[config.mk]
export PLATFORM = sky130hd
export DESIGN_NAME = oled_cmd_sequencer
export DESIGN_NICKNAME = d
export VERILOG_FILES = /design/src/rtl/oled_pkg.sv /design/src/rtl/oled_init_rom.sv /design/src/rtl/oled_cmd_sequencer.sv
export SDC_FILE = /design/constraint.sdc
export NUM_CORES = 1
export LEC_CHECK = 0
export BUFFER_PORTS_ARGS = -buffer_cell sky130_fd_sc_hd__buf_4
export CORE_ASPECT_RATIO = 1.5
export CORE_UTILIZATION = 50
export DETAILED_ROUTE_END_ITERATION = 6
export PLACE_DENSITY = 0.69
export SLEW_MARGIN = 0
export SYNTH_ARGS = -nofsm -noshare
export SYNTH_HDL_FRONTEND = slang
export SYNTH_SLANG_ARGS = --single-unit
export TNS_END_PERCENT = 10
[constraint.sdc]
create_clock -name clk -period 3.3 [get_ports clk]
set_input_delay 0.33 -clock clk [delete_from_list [all_inputs] [get_ports clk]]
set_output_delay 0.33 -clock clk [all_outputs]
set_load 0.01 [all_outputs]
[src/rtl/oled_pkg.sv]
// Shared definitions for the SSD1306 command sequencer: command byte constants,
// init sequence length, FSM state encoding and the blink byte helper.
package oled_pkg;

  localparam int unsigned INIT_LEN = 25;
  localparam int unsigned IDX_W    = 5;
  localparam int unsigned BYTE_W   = 8;

  // SSD1306 command and argument bytes
  localparam logic [7:0] CMD_DISP_OFF      = 8'hAE;
  localparam logic [7:0] CMD_DISP_ON       = 8'hAF;
  localparam logic [7:0] CMD_NORM          = 8'hA6;
  localparam logic [7:0] CMD_INV           = 8'hA7;
  localparam logic [7:0] CMD_CLK_DIV       = 8'hD5;
  localparam logic [7:0] ARG_CLK_DIV       = 8'h80;
  localparam logic [7:0] CMD_MUX_RATIO     = 8'hA8;
  localparam logic [7:0] ARG_MUX_64        = 8'h3F;
  localparam logic [7:0] CMD_DISP_OFFSET   = 8'hD3;
  localparam logic [7:0] ARG_ZERO          = 8'h00;
  localparam logic [7:0] CMD_START_LINE    = 8'h40;
  localparam logic [7:0] CMD_CHARGE_PUMP   = 8'h8D;
  localparam logic [7:0] ARG_PUMP_ON       = 8'h14;
  localparam logic [7:0] CMD_MEM_MODE      = 8'h20;
  localparam logic [7:0] CMD_SEG_REMAP     = 8'hA1;
  localparam logic [7:0] CMD_COM_SCAN_DEC  = 8'hC8;
  localparam logic [7:0] CMD_COM_PINS      = 8'hDA;
  localparam logic [7:0] ARG_COM_PINS      = 8'h12;
  localparam logic [7:0] CMD_CONTRAST      = 8'h81;
  localparam logic [7:0] ARG_CONTRAST      = 8'hCF;
  localparam logic [7:0] CMD_PRECHARGE     = 8'hD9;
  localparam logic [7:0] ARG_PRECHARGE     = 8'hF1;
  localparam logic [7:0] CMD_VCOMH         = 8'hDB;
  localparam logic [7:0] ARG_VCOMH         = 8'h40;
  localparam logic [7:0] CMD_RESUME_RAM    = 8'hA4;
  localparam logic [7:0] CMD_NOP           = 8'hE3;
  localparam logic [7:0] CTRL_CMD_STREAM   = 8'h00;

  typedef enum logic [1:0] {
    S_IDLE = 2'd0,
    S_SEND = 2'd1,
    S_GAP  = 2'd2
  } state_t;

  // Next blink command: invert when currently normal, and vice versa
  function automatic logic [7:0] blink_cmd(input logic inv);
    return inv ? CMD_NORM : CMD_INV;
  endfunction

endpackage

[src/rtl/oled_init_rom.sv]
// SSD1306 power-up command table.
// Ports:
//   i_idx   - 5-bit sequence index
//   o_cmd_c - command byte at that index (combinational); unused slots return NOP
module oled_init_rom
  import oled_pkg::*;
(
  input  logic [IDX_W-1:0]  i_idx,
  output logic [BYTE_W-1:0] o_cmd_c
);

  always_comb begin
    o_cmd_c = CMD_NOP;
    case (i_idx)
      5'd0:  o_cmd_c = CMD_DISP_OFF;
      5'd1:  o_cmd_c = CMD_CLK_DIV;
      5'd2:  o_cmd_c = ARG_CLK_DIV;
      5'd3:  o_cmd_c = CMD_MUX_RATIO;
      5'd4:  o_cmd_c = ARG_MUX_64;
      5'd5:  o_cmd_c = CMD_DISP_OFFSET;
      5'd6:  o_cmd_c = ARG_ZERO;
      5'd7:  o_cmd_c = CMD_START_LINE;
      5'd8:  o_cmd_c = CMD_CHARGE_PUMP;
      5'd9:  o_cmd_c = ARG_PUMP_ON;
      5'd10: o_cmd_c = CMD_MEM_MODE;
      5'd11: o_cmd_c = ARG_ZERO;
      5'd12: o_cmd_c = CMD_SEG_REMAP;
      5'd13: o_cmd_c = CMD_COM_SCAN_DEC;
      5'd14: o_cmd_c = CMD_COM_PINS;
      5'd15: o_cmd_c = ARG_COM_PINS;
      5'd16: o_cmd_c = CMD_CONTRAST;
      5'd17: o_cmd_c = ARG_CONTRAST;
      5'd18: o_cmd_c = CMD_PRECHARGE;
      5'd19: o_cmd_c = ARG_PRECHARGE;
      5'd20: o_cmd_c = CMD_VCOMH;
      5'd21: o_cmd_c = ARG_VCOMH;
      5'd22: o_cmd_c = CMD_RESUME_RAM;
      5'd23: o_cmd_c = CMD_NORM;
      5'd24: o_cmd_c = CMD_DISP_ON;
      default: o_cmd_c = CMD_NOP;
    endcase
  end

endmodule

[src/rtl/oled_cmd_sequencer.sv]
// Command source for the I2C byte engine. Streams the SSD1306 power-up
// sequence one byte per transaction, then alternates INV/NORM to blink.
// Ports:
//   clk, rst_n   - system clock, async active-low reset
//   enable       - run permission, sampled in S_IDLE only
//   op_done      - engine completion pulse from the engine clock domain
//   address      - constant I2C write address
//   control      - constant command-stream control byte
//   data         - current command byte, stable while op_start is high
//   op_start     - transaction request
//   init_done    - all init bytes acknowledged
//   inverted     - 1 once INV was last acknowledged
//   timeout_err  - sticky op_done timeout flag
module oled_cmd_sequencer
  import oled_pkg::*;
#(
  parameter logic [7:0]  I2C_ADDR       = 8'h78,
  parameter logic [23:0] BLINK_PERIOD   = 24'd6_000_000,
  parameter logic [7:0]  GAP_CYCLES     = 8'd16,
  parameter logic [19:0] TIMEOUT_CYCLES = 20'd1_000_000
) (
  input  logic       clk,
  input  logic       rst_n,
  input  logic       enable,
  input  logic       op_done,
  output logic [7:0] address,
  output logic [7:0] control,
  output logic [7:0] data,
  output logic       op_start,
  output logic       init_done,
  output logic       inverted,
  output logic       timeout_err
);

  localparam int unsigned TO_W    = 20;
  localparam int unsigned GAP_W   = 8;
  localparam int unsigned BLINK_W = 24;
  localparam logic [IDX_W-1:0] LAST_IDX = IDX_W'(INIT_LEN - 1);

  state_t               r_state;
  logic [IDX_W-1:0]     r_rom_idx;
  logic [TO_W-1:0]      r_to_cnt;
  logic [GAP_W-1:0]     r_gap_cnt;
  logic [BLINK_W-1:0]   r_blink_cnt;
  logic                 r_op_start;
  logic [BYTE_W-1:0]    r_data;
  logic                 r_init_done;
  logic                 r_inverted;
  logic                 r_timeout_err;
  logic                 r_done_meta;
  logic                 r_done_sync;
  logic                 r_done_prev;

  state_t               w_state_nxt;
  logic [IDX_W-1:0]     w_rom_idx_nxt;
  logic [TO_W-1:0]      w_to_cnt_nxt;
  logic [GAP_W-1:0]     w_gap_cnt_nxt;
  logic [BLINK_W-1:0]   w_blink_cnt_nxt;
  logic                 w_op_start_nxt;
  logic [BYTE_W-1:0]    w_data_nxt;
  logic                 w_init_done_nxt;
  logic                 w_inverted_nxt;
  logic                 w_timeout_err_nxt;
  logic [BYTE_W-1:0]    w_rom_cmd;
  logic                 w_done_pulse;

  assign address     = I2C_ADDR;
  assign control     = CTRL_CMD_STREAM;
  assign data        = r_data;
  assign op_start    = r_op_start;
  assign init_done   = r_init_done;
  assign inverted    = r_inverted;
  assign timeout_err = r_timeout_err;

  oled_init_rom u_rom (
    .i_idx   (r_rom_idx),
    .o_cmd_c (w_rom_cmd)
  );

  // op_done crosses in from the engine domain: 2-flop sync plus rising-edge detect
  always_ff @(posedge clk or negedge rst_n) begin
    if (!rst_n) begin
      r_done_meta <= 1'b0;
      r_done_sync <= 1'b0;
      r_done_prev <= 1'b0;
    end else begin
      r_done_meta <= op_done;
      r_done_sync <= r_done_meta;
      r_done_prev <= r_done_sync;
    end
  end

  assign w_done_pulse = r_done_sync & ~r_done_prev;

  // State and registered outputs
  always_ff @(posedge clk or negedge rst_n) begin
    if (!rst_n) begin
      r_state       <= S_IDLE;
      r_rom_idx     <= '0;
      r_to_cnt      <= '0;
      r_gap_cnt     <= '0;
      r_blink_cnt   <= '0;
      r_op_start    <= 1'b0;
      r_data        <= CMD_DISP_OFF;
      r_init_done   <= 1'b0;
      r_inverted    <= 1'b0;
      r_timeout_err <= 1'b0;
    end else begin
      r_state       <= w_state_nxt;
      r_rom_idx     <= w_rom_idx_nxt;
      r_to_cnt      <= w_to_cnt_nxt;
      r_gap_cnt     <= w_gap_cnt_nxt;
      r_blink_cnt   <= w_blink_cnt_nxt;
      r_op_start    <= w_op_start_nxt;
      r_data        <= w_data_nxt;
      r_init_done   <= w_init_done_nxt;
      r_inverted    <= w_inverted_nxt;
      r_timeout_err <= w_timeout_err_nxt;
    end
  end

  // Next-state and next-output logic
  always_comb begin
    w_state_nxt       = r_state;
    w_rom_idx_nxt     = r_rom_idx;
    w_to_cnt_nxt      = r_to_cnt;
    w_gap_cnt_nxt     = r_gap_cnt;
    w_blink_cnt_nxt   = r_blink_cnt;
    w_op_start_nxt    = 1'b0;
    w_data_nxt        = r_data;
    w_init_done_nxt   = r_init_done;
    w_inverted_nxt    = r_inverted;
    w_timeout_err_nxt = r_timeout_err;

    case (r_state)
      S_IDLE: begin
        // Blink countdown only runs between transactions
        if (r_blink_cnt != '0) begin
          w_blink_cnt_nxt = r_blink_cnt - BLINK_W'(1);
        end
        if (enable && (!r_init_done || (r_blink_cnt == '0))) begin
          w_data_nxt     = r_init_done ? blink_cmd(r_inverted) : w_rom_cmd;
          w_op_start_nxt = 1'b1;
          w_to_cnt_nxt   = '0;
          w_state_nxt    = S_SEND;
        end
      end

      S_SEND: begin
        w_op_start_nxt = 1'b1;
        if (w_done_pulse) begin
          w_op_start_nxt = 1'b0;
          w_gap_cnt_nxt  = '0;
          w_state_nxt    = S_GAP;
          if (!r_init_done) begin
            // Index stops at the last entry instead of wrapping
            if (r_rom_idx == LAST_IDX) begin
              w_init_done_nxt = 1'b1;
            end else begin
              w_rom_idx_nxt = r_rom_idx + IDX_W'(1);
            end
          end else begin
            w_inverted_nxt  = ~r_inverted;
            w_blink_cnt_nxt = BLINK_PERIOD;
          end
        end else if (r_to_cnt == (TIMEOUT_CYCLES - TO_W'(1))) begin
          // Abandon without advancing so the same byte is retried
          w_op_start_nxt    = 1'b0;
          w_timeout_err_nxt = 1'b1;
          w_gap_cnt_nxt     = '0;
          w_state_nxt       = S_GAP;
        end else begin
          w_to_cnt_nxt = r_to_cnt + TO_W'(1);
        end
      end

      S_GAP: begin
        if (r_gap_cnt == (GAP_CYCLES - GAP_W'(1))) begin
          w_state_nxt = S_IDLE;
        end else begin
          w_gap_cnt_nxt = r_gap_cnt + GAP_W'(1);
        end
      end

      default: begin
        w_state_nxt = S_IDLE;
      end
    endcase
  end

endmodule

Word level (Yosys, flattened, before mapping)
Memory sizes are Yosys's and may differ from the RTL's.
Cells that the tools add are included.
{"block": "word_totals", "mem_count": 1, "output_inout_bits": 28, "register_bits": 74, "romBits": 256, "input_bits": 4, "word_cells": 80}
{"block": "op_classes", "n_bitwise": 6, "add_sub_neg": 4, "muxes": 25, "eq_ne": 14, "reduce_logical": 17}
{"memory": "(name not given)", "words": 32, "width": 8, "rd": 1, "rd_clocked_by_memory_dff": 0, "wr": 0, "line_no": "oled_init_rom.sv:14", "text": "case (i_idx)"}
{"operator": "$mux W24", "count": 3}
{"operator": "$mux W20", "count": 3}
{"operator": "$pmux W24 S2", "count": 1}
{"operator": "$pmux W20 S2", "count": 1}
{"operator": "$mux W8", "count": 4}
{"operator": "$logic_not A24 Y1", "count": 1}
{"operator": "$reduce_bool A24 Y1", "count": 1}
{"operator": "$sub A24 B1 Y24 const B", "count": 1}
{"operator": "$add A20 B1 Y20 const B", "count": 1}
{"operator": "$eq A20 B20 Y1 const B", "count": 1}
{"operator": "$ne A2 B2 Y1 const B", "count": 8}
{"operator": "$pmux W8 S2", "count": 1}
{"operator": "$reduce_and A3 Y1", "count": 4}
{"operator": "$reduce_and A4 Y1", "count": 3}
{"operator": "$add A8 B1 Y8 const B", "count": 1}
{"operator": "$eq A8 B4 Y1 const B", "count": 1}
{"operator": "$mux W2", "count": 4}
{"operator": "$mux W1", "count": 6}
{"operator": "$pmux W2 S3", "count": 1}
{"operator": "$add A5 B1 Y5 const B", "count": 1}
{"operator": "$eq A5 B5 Y1 const B", "count": 1}
{"operator": "$not A1 Y1", "count": 5}
{"operator": "$reduce_and A2 Y1", "count": 2}
{"operator": "$reduce_bool A2 Y1", "count": 2}
{"operator": "other kinds (9)", "count": 9}

Logic depth before layout (Yosys ltp)
{"block": "depth", "word_depth": 5, "depth_mapped": 9, "depth_no_buf": 8}

Hierarchy
Synthesis repeated with hierarchy kept, for this count alone.
{"block": "hier_totals", "hier_cells": 464, "hier_area_um2": 4367.9}
{"mod": "oled_cmd_sequencer", "cells_per_inst": 394, "area_per_inst_um2": 3886.2, "n_inst": 1}
{"mod": "oled_init_rom", "cells_per_inst": 70, "area_per_inst_um2": 481.7, "n_inst": 1}

Least setup slack after synthesis
Ideal clock, no wire load.
{"block": "synth_timing", "kind": "register to register", "start": "register r_blink_cnt[10]", "end": "register r_to_cnt[14]", "setup_slack_ps": 809, "t_arrival_ps": 2367, "path_stages_with_launch": 9, "setup_ps": 124, "period_less_slack_ps": 2491, "path_cell_list": "dfrtp_1 or4_4 or3_1 buf_6 o31a_1 buf_6 and2_4 buf_6 a211o_1"}
{"block": "synth_between", "elab_chain_len": 5}
{"element": "start, declared", "line_no": "oled_cmd_sequencer.sv:44", "text": "logic [BLINK_W-1:0] r_blink_cnt;"}
{"element": "start signal, assigned", "line_no": "oled_cmd_sequencer.sv:113", "text": "r_blink_cnt <= w_blink_cnt_nxt;"}
{"element": "$logic_not A24 Y1", "line_no": "oled_cmd_sequencer.sv:141", "text": "if (enable && (!r_init_done || (r_blink_cnt == '0))) begin"}
{"element": "$logic_or A1 B1 Y1", "line_no": "oled_cmd_sequencer.sv:141"}
{"element": "$logic_and A1 B1 Y1", "line_no": "oled_cmd_sequencer.sv:141"}
{"element": "$ne A2 B2 Y1 (no source line)"}
{"element": "$reduce_and A4 Y1 (no source line)"}
{"element": "end signal, assigned", "line_no": "oled_cmd_sequencer.sv:111", "text": "r_to_cnt <= w_to_cnt_nxt;"}
{"element": "end, declared", "line_no": "oled_cmd_sequencer.sv:42", "text": "logic [TO_W-1:0] r_to_cnt;"}
No other way between the ends.
A chain may end at the register's enable or synchronous reset.

Worst setup path in the final report
{"block": "layout_timing", "start": "register r_blink_cnt[10]", "end": "register r_to_cnt[18]"}
Same word-level chain as after synthesis.

==> flow_metrics.tcl <==
set metrics [dict create \
    setup_viol_count_final 0 \
    dieHeight_um 114 \
    syn_area_per_cell_um2 9.12 \
    root_buffer "clkbuf_16" \
    drt_first_iter_violations 259 \
    synth_xor_area_frac 0.0229 \
    die_w_um 77.0 \
    drt-pass1-iter-count 4 \
    worst_pin_slew_ps 940 \
    cts_sinks 74 \
    hold_depth 1 \
    finalClockSkew_ps 8.66 \
    vias 3497 \
    hold-path-endpoint "r_done_meta$_DFF_PN0_" \
    layout_commonest_cell "dfrtp_1" \
    diodes 0 \
    period_share 0.844 \
    dpl.hpwl_um 6330 \
    synth_edf_count 0 \
    grt_pass1_wl_um 15500 \
    vias_per_cell 6.01 \
    r2r_start "r_blink_cnt[10]$_DFFE_PN0P_" \
    r2r_end "r_to_cnt[18]$_DFFE_PN0P_" \
    initial_core_util 0.520 \
    ir_drop_mv 0.440 \
    ys_warn_count 0 \
    synth_top_family_by_area "simple AND/OR/NAND/NOR gates" \
    powerDensity_nw_per_um2 884 \
    ys_seq_area_frac 0.441 \
    post-place-ws_ps 516 \
    cts_resized 0 \
    final_cell_mix "dfrtp_1, nand2_1, o21ai_0" \
    p_leak_nw 2.06 \
    ys_types 61 \
    muxShareOfSynthArea 0.0122 \
    post_cts_buffers 0 \
    dieArea_um2 8810 \
    h-tree-depth 3 \
    grt_pass1_vias 3286 \
    synth_compound_area_frac 0.190 \
    synthArstFlopShare 1.00 \
    num_rows 40 \
    rr_worst_depth 5 \
    multi_input_area_um2 2150 \
    synthSimpleGateAreaFrac 0.242 \
    critPathArrivalTime_ps 3000 \
    io_buffer_count 15 \
    crit_path_max_fanout 18 \
    grt_overflow 0 \
    antenna_found_initial 0 \
    worst_setup_path_end_kind "flop" \
    clkLatencyLatePin_ps 330 \
    boundaryPins 32 \
    required_ps 3520 \
    drc 0 \
    clk_path_buf_depth 2 \
    gp_congestion 0.885 \
    cts_buffers 9 \
    fin_tns_setup_ps 0 \
    syn_area_um2 4220 \
    rsz0062_at_grt "false" \
    wirelength_um 9290 \
    grt_max_degree 75 \
    hold_violations 0 \
    grt_use_total 0.224 \
    crit_type "reg2reg" \
    cp-start-kind "flop" \
    area_delta_synth_final_pct 10.4 \
    cts_tree "done" \
    synthFlopType "dfrtp_1" \
    nFillCells 747 \
    path_clk_slew_ps 60 \
    min_path_type "in2reg" \
    nets 486 \
    regArea_um2 1860 \
    avgRoutedWirePerCell_um 16.0 \
    core_um2 8110 \
    maxCapViolCount 0 \
    setup_slack_ps 514 \
    outcome "finished clean" \
    antenna_left 0 \
    reg2reg_slack_ps 510 \
    min_period_ps 2790 \
    slew_viol_final 0 \
    hold_buffers 0 \
    synthAdderAreaFrac 0.0297 \
    slew_headroom 0.373 \
    drive_gt1_frac 0.109 \
    clock.fmax_mhz 359 \
    syn_inst 462 \
    ys_ff_latch 74 \
    hp-start "op_done" \
]
-- final cells by class --
| cell class | instances | area share |
|---|---|---|
| clock buffer | 10 | 0.0492 |
| sequential | 74 | 0.399 |
| multi-input combinational | 355 | 0.462 |
| timing repair buffer | 20 | 0.0323 |
| clock inverter | 6 | 0.0194 |
| tap | 105 | 0.0282 |
| inverter | 12 | 0.00968 |
-- state kept, by name, indices dropped and copies added (netlist names), 2 cells and up --
signal and count:
r_blink_cnt 24, r_to_cnt 20, data 8, r_gap_cnt 8, r_rom_idx 5, r_state 2
-- stage by stage --
stage | power, mW | std cells | hold WS [ps] | cell area (um2) | util
after floorplan | 2.63 | 476 | 34.4 | 4270 | -
after global placement | 3.01 | 566 | 340 | 4340 | 0.535
after detailed placement | 3.06 | 566 | 346 | 4340 | 0.535
after CTS | 4.12 | 582 | 98.2 | 4650 | 0.574
after global routing | 4.40 | 582 | 96.3 | 4650 | 0.574
final | 4.11 | 582 | 107 | 4650 | 0.574
-- worst max-delay path by stage --
stage,cells after the start,startpoint,endpoint,slack (ps)
2_1_floorplan,8,r_blink_cnt[10]$_DFFE_PN0P_,r_to_cnt[14]$_DFFE_PN0P_,810
3_3_place_gp,5,r_blink_cnt[10]$_DFFE_PN0P_,r_to_cnt[18]$_DFFE_PN0P_,570
3_5_place_dp,5,r_blink_cnt[10]$_DFFE_PN0P_,r_to_cnt[18]$_DFFE_PN0P_,520
4_1_cts,5,r_blink_cnt[10]$_DFFE_PN0P_,r_to_cnt[18]$_DFFE_PN0P_,520
5_1_grt,6,r_to_cnt[6]$_DFFE_PN0P_,r_to_cnt[6]$_DFFE_PN0P_,380
6_report,5,r_blink_cnt[10]$_DFFE_PN0P_,r_to_cnt[18]$_DFFE_PN0P_,510
-- per-layer routing --
metal	track usage	vias to the layer above	share of wire
li1	-	1717	-
met3	0.0414	20	0.036
met4	0.116	0	0.024
met5	0	-	0
met2	0.380	84	0.50
met1	0.272	1676	0.44
-- power breakdown --
part	internal [mW]	switching [mW]
clock	0.665	0.384
sequential	1.20	0.365
combinational	0.610	0.885
-- cells by family (layout without fill, tap and decap cells) --
logic type	after synthesis	count (layout)
and+or+nand+nor	190	190
AOI/OAI and AO/OA	123	123
DFF	74	74
buffers and inverters	47	48
xor gates and xnor gates	11	11
adders and majority gates	10	10
muxes	5	5
other	2	16
-- cells in the mapped netlist, drive strengths merged, types with 2 or more instances --
master / count / area, um2
nor3: 19 / 95.1
a31oi: 7 / 43.8
nand2b: 5 / 31.3
dfrtp: 69 / 1730
mux2i: 4 / 40.0
a211o: 6 / 52.6
a21o: 4 / 30.0
nand2: 40 / 150
a211oi: 3 / 22.5
or4: 8 / 63.8
clkbuf: 14 / 52.6
nor2: 21 / 78.8
or3b: 3 / 26.3
or2: 3 / 18.8
a21oi: 28 / 140
or3: 17 / 106
o211ai: 7 / 52.6
buf: 21 / 161
inv: 11 / 41.3
a31o: 2 / 17.5
nand3: 28 / 140
nor4b: 2 / 17.5
o41ai: 3 / 26.3
nand4: 11 / 68.8
o21ai: 30 / 150
ha: 10 / 125
conb: 2 / 7.51
xor2: 4 / 35.0
nor2b: 5 / 31.3
dfstp: 5 / 131
o21a: 5 / 37.5
o31ai: 14 / 105
nor4: 10 / 62.6
xnor2: 7 / 61.3
and3: 12 / 75.1
or4b: 2 / 20.0
-- worst max-delay path, stage by stage (launching register included) --
cell	delay (ps)
dfrtp_1	410
or4_4	550
or3_1	510
o31a_1	530
and2_4	310
a221o_1	350
Power figures use the tool's default switching activity.
